<file path="config.mk">
export PLATFORM = sky130hd
export DESIGN_NAME = reg_file
export DESIGN_NICKNAME = d
export VERILOG_FILES = /design/src/rtl/reg_file_pkg.sv /design/src/rtl/reg_file_rd_port.sv /design/src/rtl/reg_file.sv
export SDC_FILE = /design/constraint.sdc
export NUM_CORES = 1
export LEC_CHECK = 0
export BUFFER_PORTS_ARGS = -buffer_cell sky130_fd_sc_hd__buf_4
export CORE_ASPECT_RATIO = 1.5
export CORE_MARGIN = 4
export CORE_UTILIZATION = 67
export DETAILED_ROUTE_END_ITERATION = 8
export PLACE_DENSITY = 0.87
export SLEW_MARGIN = 25
export SYNTH_ARGS = -nofsm -noshare
export SYNTH_HDL_FRONTEND = slang
export SYNTH_HIERARCHICAL = 1
export SYNTH_SLANG_ARGS = --single-unit
</file>
<file path="constraint.sdc">
create_clock -name clk -period 4.7 [get_ports clk]
set_input_delay 0.47 -clock clk [delete_from_list [all_inputs] [get_ports clk]]
set_output_delay 0.47 -clock clk [all_outputs]
set_load 0.02 [all_outputs]
</file>
<file path="src/rtl/reg_file_pkg.sv">
// -----------------------------------------------------------------------------
// reg_file_pkg
//   Shared definitions for the reg_file block: default geometry, the
//   register-0 index, the optional hard-wired-zero switch and the byte-strobe
//   merge helper used by both the storage update and the read bypass.
//
//   Optional feature macro: REG_FILE_ZERO_REG_EN
//     defined   -> register 0 reads as zero, writes/issues to it are dropped
//     undefined -> register 0 is an ordinary register
// -----------------------------------------------------------------------------
package reg_file_pkg;

  localparam int unsigned DEFAULT_SIZE  = 16;
  localparam int unsigned DEFAULT_DEPTH = 8;
  localparam int unsigned ZERO_IDX      = 0;

  // Widest word the merge helper handles; callers zero-extend into it and
  // truncate back to their own width.
  localparam int unsigned MAX_SIZE = 1024;
  localparam int unsigned MAX_STRB = MAX_SIZE / 8;

`ifdef REG_FILE_ZERO_REG_EN
  localparam bit ZERO_REG_EN = 1'b1;
`else
  localparam bit ZERO_REG_EN = 1'b0;
`endif

  // Byte-lane merge: lane i comes from new_w when strb[i] is set, otherwise
  // it keeps old_w.
  function automatic logic [MAX_SIZE-1:0] strb_merge(
    input logic [MAX_SIZE-1:0] old_w,
    input logic [MAX_SIZE-1:0] new_w,
    input logic [MAX_STRB-1:0] strb
  );
    logic [MAX_SIZE-1:0] res;
    res = old_w;
    for (int i = 0; i < int'(MAX_STRB); i++) begin
      if (strb[i]) res[8*i +: 8] = new_w[8*i +: 8];
    end
    return res;
  endfunction

endpackage : reg_file_pkg

</file>
<file path="src/rtl/reg_file_rd_port.sv">
// -----------------------------------------------------------------------------
// reg_file_rd_port
//   One combinational read port of reg_file. Returns the stored word merged
//   with a same-cycle writeback to the same index, and a busy flag showing the
//   value the scoreboard bit will hold after the next edge.
//
//   Ports:
//     en_i        global enable (bypass/forwarding only when high)
//     wr_en_i     writeback valid
//     wr_addr_i   writeback index
//     wr_data_i   writeback data
//     wr_strb_i   writeback byte lanes
//     iss_en_i    issue valid
//     iss_addr_i  issued destination index
//     regs_i      stored register array
//     busy_i      stored busy bits
//     rd_addr_i   read index
//     rd_data_o   read data (0 when out of range)
//     busy_o      pending-writeback flag (0 when out of range)
//
//   Optional feature macro: REG_FILE_ZERO_REG_EN (via reg_file_pkg)
// -----------------------------------------------------------------------------
module reg_file_rd_port
  import reg_file_pkg::*;
#(
  parameter  int unsigned SIZE   = DEFAULT_SIZE,
  parameter  int unsigned DEPTH  = DEFAULT_DEPTH,
  localparam int unsigned ADDR_W = $clog2(DEPTH),
  localparam int unsigned STRB_W = SIZE / 8
) (
  input  logic              en_i,
  input  logic              wr_en_i,
  input  logic [ADDR_W-1:0] wr_addr_i,
  input  logic [SIZE-1:0]   wr_data_i,
  input  logic [STRB_W-1:0] wr_strb_i,
  input  logic              iss_en_i,
  input  logic [ADDR_W-1:0] iss_addr_i,
  input  logic [SIZE-1:0]   regs_i [DEPTH],
  input  logic [DEPTH-1:0]  busy_i,
  input  logic [ADDR_W-1:0] rd_addr_i,
  output logic [SIZE-1:0]   rd_data_o,
  output logic              busy_o
);

  logic            in_range;
  logic            is_zero_reg;
  logic            wr_hit;
  logic            iss_hit;
  logic [SIZE-1:0] stored_data;
  logic            stored_busy;

  // Only reachable when DEPTH is not a power of two.
  assign in_range    = (32'(rd_addr_i) < DEPTH);
  assign is_zero_reg = ZERO_REG_EN && (32'(rd_addr_i) == ZERO_IDX);

  // A hit implies the write/issue index is also in range since it equals
  // an in-range read index.
  assign wr_hit  = wr_en_i  && en_i && (wr_addr_i  == rd_addr_i);
  assign iss_hit = iss_en_i && en_i && (iss_addr_i == rd_addr_i);

  // NOTE: every output of this always_comb gets a default first, so no
  // path through the block leaves a value unassigned and no latch is inferred.
  always_comb begin
    stored_data = '0;
    stored_busy = 1'b0;
    if (in_range) begin
      stored_data = regs_i[rd_addr_i];
      stored_busy = busy_i[rd_addr_i];
    end
  end

  always_comb begin
    rd_data_o = stored_data;
    busy_o    = stored_busy;
    if (!in_range || is_zero_reg) begin
      rd_data_o = '0;
      busy_o    = 1'b0;
    end else begin
      if (wr_hit) begin
        rd_data_o = SIZE'(strb_merge(MAX_SIZE'(stored_data),
                                     MAX_SIZE'(wr_data_i),
                                     MAX_STRB'(wr_strb_i)));
        busy_o    = 1'b0;
      end
      // Issue is applied last: a new issue wins over a completing writeback.
      if (iss_hit) busy_o = 1'b1;
    end
  end

endmodule : reg_file_rd_port

</file>
<file path="src/rtl/reg_file.sv">
// -----------------------------------------------------------------------------
// reg_file
//   DEPTH x SIZE architectural register file with one byte-strobed write port,
//   two combinational read ports with same-cycle write bypass, and a per-
//   register busy scoreboard (set on issue, cleared on writeback) for
//   read-after-write hazard detection in decode.
//
//   Ports:
//     clk        rising-edge clock
//     rst        synchronous active-high reset, overrides en
//     en         global enable; low holds all state, reads stay live
//     wr_en      writeback valid          wr_addr  writeback index
//     wr_data    writeback data           wr_strb  byte lanes to write
//     iss_en     issue valid              iss_addr destination being issued
//     rd_addr_a  port A index  -> rd_data_a, busy_a
//     rd_addr_b  port B index  -> rd_data_b, busy_b
//
//   Optional feature macro: REG_FILE_ZERO_REG_EN (register 0 hard-wired zero)
// -----------------------------------------------------------------------------
module reg_file
  import reg_file_pkg::*;
#(
  parameter  int unsigned SIZE   = DEFAULT_SIZE,
  parameter  int unsigned DEPTH  = DEFAULT_DEPTH,
  localparam int unsigned ADDR_W = $clog2(DEPTH),
  localparam int unsigned STRB_W = SIZE / 8
) (
  input  logic              clk,
  input  logic              rst,
  input  logic              en,
  input  logic              wr_en,
  input  logic [ADDR_W-1:0] wr_addr,
  input  logic [SIZE-1:0]   wr_data,
  input  logic [STRB_W-1:0] wr_strb,
  input  logic              iss_en,
  input  logic [ADDR_W-1:0] iss_addr,
  input  logic [ADDR_W-1:0] rd_addr_a,
  output logic [SIZE-1:0]   rd_data_a,
  output logic              busy_a,
  input  logic [ADDR_W-1:0] rd_addr_b,
  output logic [SIZE-1:0]   rd_data_b,
  output logic              busy_b
);

  // Elaboration-time parameter sanity.
  if ((SIZE % 8) != 0 || SIZE == 0 || SIZE > MAX_SIZE) begin : g_bad_size
    $error("reg_file: SIZE must be a non-zero multiple of 8 up to MAX_SIZE");
  end
  if (DEPTH < 2) begin : g_bad_depth
    $error("reg_file: DEPTH must be at least 2");
  end

  logic [SIZE-1:0]  regs_q [DEPTH];
  logic [SIZE-1:0]  regs_d [DEPTH];
  logic [DEPTH-1:0] busy_q;
  logic [DEPTH-1:0] busy_d;

  logic wr_ok;
  logic iss_ok;

  // Out-of-range and (optionally) register-0 targets are dropped here so the
  // state update below only ever indexes valid entries.
  assign wr_ok  = wr_en && en && (32'(wr_addr) < DEPTH) &&
                  !(ZERO_REG_EN && (32'(wr_addr) == ZERO_IDX));
  assign iss_ok = iss_en && en && (32'(iss_addr) < DEPTH) &&
                  !(ZERO_REG_EN && (32'(iss_addr) == ZERO_IDX));

  always_comb begin
    regs_d = regs_q;
    busy_d = busy_q;
    if (wr_ok) begin
      regs_d[wr_addr] = SIZE'(strb_merge(MAX_SIZE'(regs_q[wr_addr]),
                                         MAX_SIZE'(wr_data),
                                         MAX_STRB'(wr_strb)));
      // Writeback completes the register even with an all-zero strobe.
      busy_d[wr_addr] = 1'b0;
    end
    // Applied after the clear so a same-cycle issue leaves the bit set.
    if (iss_ok) busy_d[iss_addr] = 1'b1;
  end

  // NOTE: state uses non-blocking assignments so every register samples its
  // pre-edge value. The storage array is reset too: a reset must leave every
  // register readable as zero, not just the scoreboard.
  always_ff @(posedge clk) begin
    if (rst) begin
      for (int i = 0; i < int'(DEPTH); i++) regs_q[i] <= '0;
      busy_q <= '0;
    end else begin
      regs_q <= regs_d;
      busy_q <= busy_d;
    end
  end

  reg_file_rd_port #(
    .SIZE  (SIZE),
    .DEPTH (DEPTH)
  ) u_rd_port_a (
    .en_i       (en),
    .wr_en_i    (wr_en),
    .wr_addr_i  (wr_addr),
    .wr_data_i  (wr_data),
    .wr_strb_i  (wr_strb),
    .iss_en_i   (iss_en),
    .iss_addr_i (iss_addr),
    .regs_i     (regs_q),
    .busy_i     (busy_q),
    .rd_addr_i  (rd_addr_a),
    .rd_data_o  (rd_data_a),
    .busy_o     (busy_a)
  );

  reg_file_rd_port #(
    .SIZE  (SIZE),
    .DEPTH (DEPTH)
  ) u_rd_port_b (
    .en_i       (en),
    .wr_en_i    (wr_en),
    .wr_addr_i  (wr_addr),
    .wr_data_i  (wr_data),
    .wr_strb_i  (wr_strb),
    .iss_en_i   (iss_en),
    .iss_addr_i (iss_addr),
    .regs_i     (regs_q),
    .busy_i     (busy_q),
    .rd_addr_i  (rd_addr_b),
    .rd_data_o  (rd_data_b),
    .busy_o     (busy_b)
  );

endmodule : reg_file
</file>
==> results.sh <==
export IMPL_timing_final_crit_share=0.628
export IMPL_hold_viol=0
export IMPL_syn_avg_cell_area_um2=10.6
export IMPL_initial_core_util=0.686
export IMPL_end_kind="output port"
export IMPL_wl_per_cell_um=27.8
export IMPL_cts_setup_buffers=0
export IMPL_cp_common_cell="buf_4"
export IMPL_grt_max_degree=60
export IMPL_pin_count=69
export IMPL_synth_distinct_cells=37
export IMPL_worstPathMaxFanout=26
export IMPL_cts_made_buffers=17
export IMPL_report_power_total_mw=2.90
export IMPL_layout_min_cycle_time_ns=2.95
export IMPL_ir_drop_mv=0.217
export IMPL_drv_cap=0
export IMPL_drt_total_wl_um=33100
export IMPL_fmax_mhz=339
export IMPL_drcViolationCount=0
export IMPL_grtUsageTotal=0.378
export IMPL_crit_path_max_incr_delay_ns=0.59
export IMPL_yosysMostFrequentCell="nand2b_1"
export IMPL_async_flop_share=0
export IMPL_cts_repair_resized=0
export IMPL_path_cells="buf_4, xor2_1, nor3_4, nand3_4, mux2_4, buf_4"
export IMPL_synth_top_cells_by_area="dfxtp_1 26%, mux4_2 13%, o221ai_1 11%"
export IMPL_placed_cell_area_um2=10600
export IMPL_timing_slew_headroom=0.261
export IMPL_yosys_area_top_type="dfxtp_1"
export IMPL_synth_warnings=6
export IMPL_cts_max_level=4
export IMPL_synth_commonest_cells="162 x nand2b_1, 148 x nand3_1, 136 x dfxtp_1, 128 x o221ai_1, 75 x nand2_1"
export IMPL_status="finished clean"
export IMPL_dpl_worst_slack_ns=1.76
export IMPL_crit_required_ns=4.23
export IMPL_final_setup_worst_slack_ns=1.75
export IMPL_antenna_cells=0
export IMPL_tightest_slew_ns=1.11
export IMPL_clk_path_buf_depth=2
export IMPL_viasPerCell=7.91
export IMPL_vias=9417
export IMPL_core_area_um2=15200
export IMPL_yosysSeqAreaShare=0.261
export IMPL_antenna_left=0
export IMPL_gr_total_overflow=0
export IMPL_synth_edf_count=0
export IMPL_post_dp_hpwl_um=18700
export IMPL_setup_tns_ns=0
export IMPL_synth_ff_type="dfxtp_1"
export IMPL_hold_depth=3
export IMPL_die_width_um=110
export IMPL_setup_viol=0
export IMPL_slew_viol_final=0
export IMPL_cts_root_buf="clkbuf_16"
export IMPL_final_cell_area_um2=11300
export IMPL_place_gp_congestion=0.892
export IMPL_syn_nets=1020
export IMPL_p_leak_nw=4.12
export IMPL_antenna_found_initial=0
export IMPL_synth_seq_cells=136
export IMPL_drive_above_1_share=0.240
export IMPL_clock_latency_ns=0.43
export IMPL_placementRows=55
export IMPL_reg2reg_depth=3
export IMPL_grt_pass1_vias=9293
export IMPL_grt_pass1_wl_um=50800
export IMPL_cts_tree="yes"
export IMPL_slowest_stage="buf_4"
export IMPL_hold_class="input pin to flip-flop"
export IMPL_ctsHoldBuffers=0
export IMPL_critPathArrivalTime_ns=2.48
export IMPL_fill_cells=1002
export IMPL_powerDensity_nw_per_um2=258
export IMPL_path_clk_slew_ns=0.06
export IMPL_rsz0062_at_grt="false"
export IMPL_drtPass1Iterations=6
export IMPL_netlist_area_um2=10400
export IMPL_portBuffers=68
export IMPL_drtIter0Drc=1375
export IMPL_yosysTopAreaCellShare=0.261
export IMPL_synth_cells=985
export IMPL_die_area_um2=17700
export IMPL_critPathLaunchType="input pin"
export IMPL_clock_skew_ns=0.00829
export IMPL_fp_dieH_um=161
export IMPL_criticalPathCategory="input pin to output port"
export IMPL_fin_nets=1013
export IMPL_clock_sinks=136
export IMPL_area_growth_pct=7.89
==> registers in the layout (all words and copies together) (netlist names) <==
signal  cells
regs_q    128
busy_q      8
==> final cells by class <==
type,instances,area [um2],share of cell area
flip-flops and latches,136,2720,0.242
multi-input cells,743,7080,0.629
clock buffers,22,484,0.0430
clock inverters,10,118,0.0105
well taps,199,249,0.0221
repair buffers,80,601,0.0534
==> cell usage in the layout (no fill, tap or decap), types with 2 or more instances in the layout <==
| cell | n |
|---|---|
| xor2_1 | 8 |
| clkbuf_8 | 4 |
| o221ai_1 | 128 |
| mux2_4 | 30 |
| mux4_1 | 42 |
| nor2_1 | 5 |
| a21oi_1 | 8 |
| nand2_1 | 75 |
| nand2b_1 | 162 |
| nor2_4 | 5 |
| nand3_4 | 5 |
| bufinv_16 | 2 |
| nor2b_1 | 2 |
| a311o_1 | 2 |
| mux2i_4 | 15 |
| buf_4 | 80 |
| nor2_2 | 4 |
| dfxtp_1 | 136 |
| and3b_1 | 17 |
| clkinv_2 | 3 |
| nor3_1 | 2 |
| clkbuf_16 | 17 |
| o21ai_0 | 8 |
| clkinv_4 | 3 |
| mux2_2 | 2 |
| nor3_4 | 2 |
| nand3_1 | 148 |
| mux4_2 | 58 |
| o41ai_1 | 2 |
| xnor2_1 | 4 |
==> cells by family (layout without fill, tap and decap cells) <==
| group | count (synthesis) | in the layout | share of synthesized area |
|---|---|---|---|
| mux | 148 | 148 | 0.310 |
| compound gates | 148 | 148 | 0.119 |
| simple gates | 435 | 435 | 0.237 |
| xor+xnor | 12 | 12 | 0.0101 |
| buf+inv | 106 | 112 | 0.0629 |
| flops | 136 | 136 | 0.261 |
==> critical path, delay by kind of cell <==
| kind | cells | cell delay, ns |
|---|---|---|
| XOR/XNOR | 1 | 0.24 |
| buffers and inverters | 2 | 0.75 |
| multiplexers | 1 | 0.40 |
| AND/OR/NAND/NOR | 2 | 0.60 |
==> final timing paths <==
kind,startpoint,endpoint,slack (ns)
min,iss_addr[2],busy_q[7]$_SDFF_PP0_,0.35
max,wr_addr[1],rd_data_b[15],1.75
max reg2reg,regs_q[78]$_SDFFE_PP0P_,regs_q[14]$_SDFFE_PP0P_,3.04
min reg2reg,busy_q[6]$_SDFF_PP0_,busy_q[6]$_SDFF_PP0_,0.49
==> stage by stage <==
stage / hold slack (ns) / util / std cells
4_1_cts: 0.344 / 0.739 / 1190
5_1_grt: 0.365 / 0.740 / 1190
3_3_place_gp: 0.471 / 0.699 / 1158
6_report: 0.347 / 0.740 / 1190
2_1_floorplan: 0.460 / - / 985
3_5_place_dp: 0.478 / 0.700 / 1158
==> routing by layer <==
metal | wire (um) | global-route usage
met1 | 10900 | 0.449
met4 | 2380 | 0.256
met5 | 0 | 0
met3 | 4020 | 0.0844
met2 | 15900 | 0.598
==> report_power, final <==
group	switching [mW]	leakage [nW]	internal (mW)
Clock	0.529	0.296	0.839
Combinational	0.227	2.73	0.134
Sequential	0.00953	1.10	1.16
Total	0.766	4.12	2.14
(Power assumes the default switching activity.)
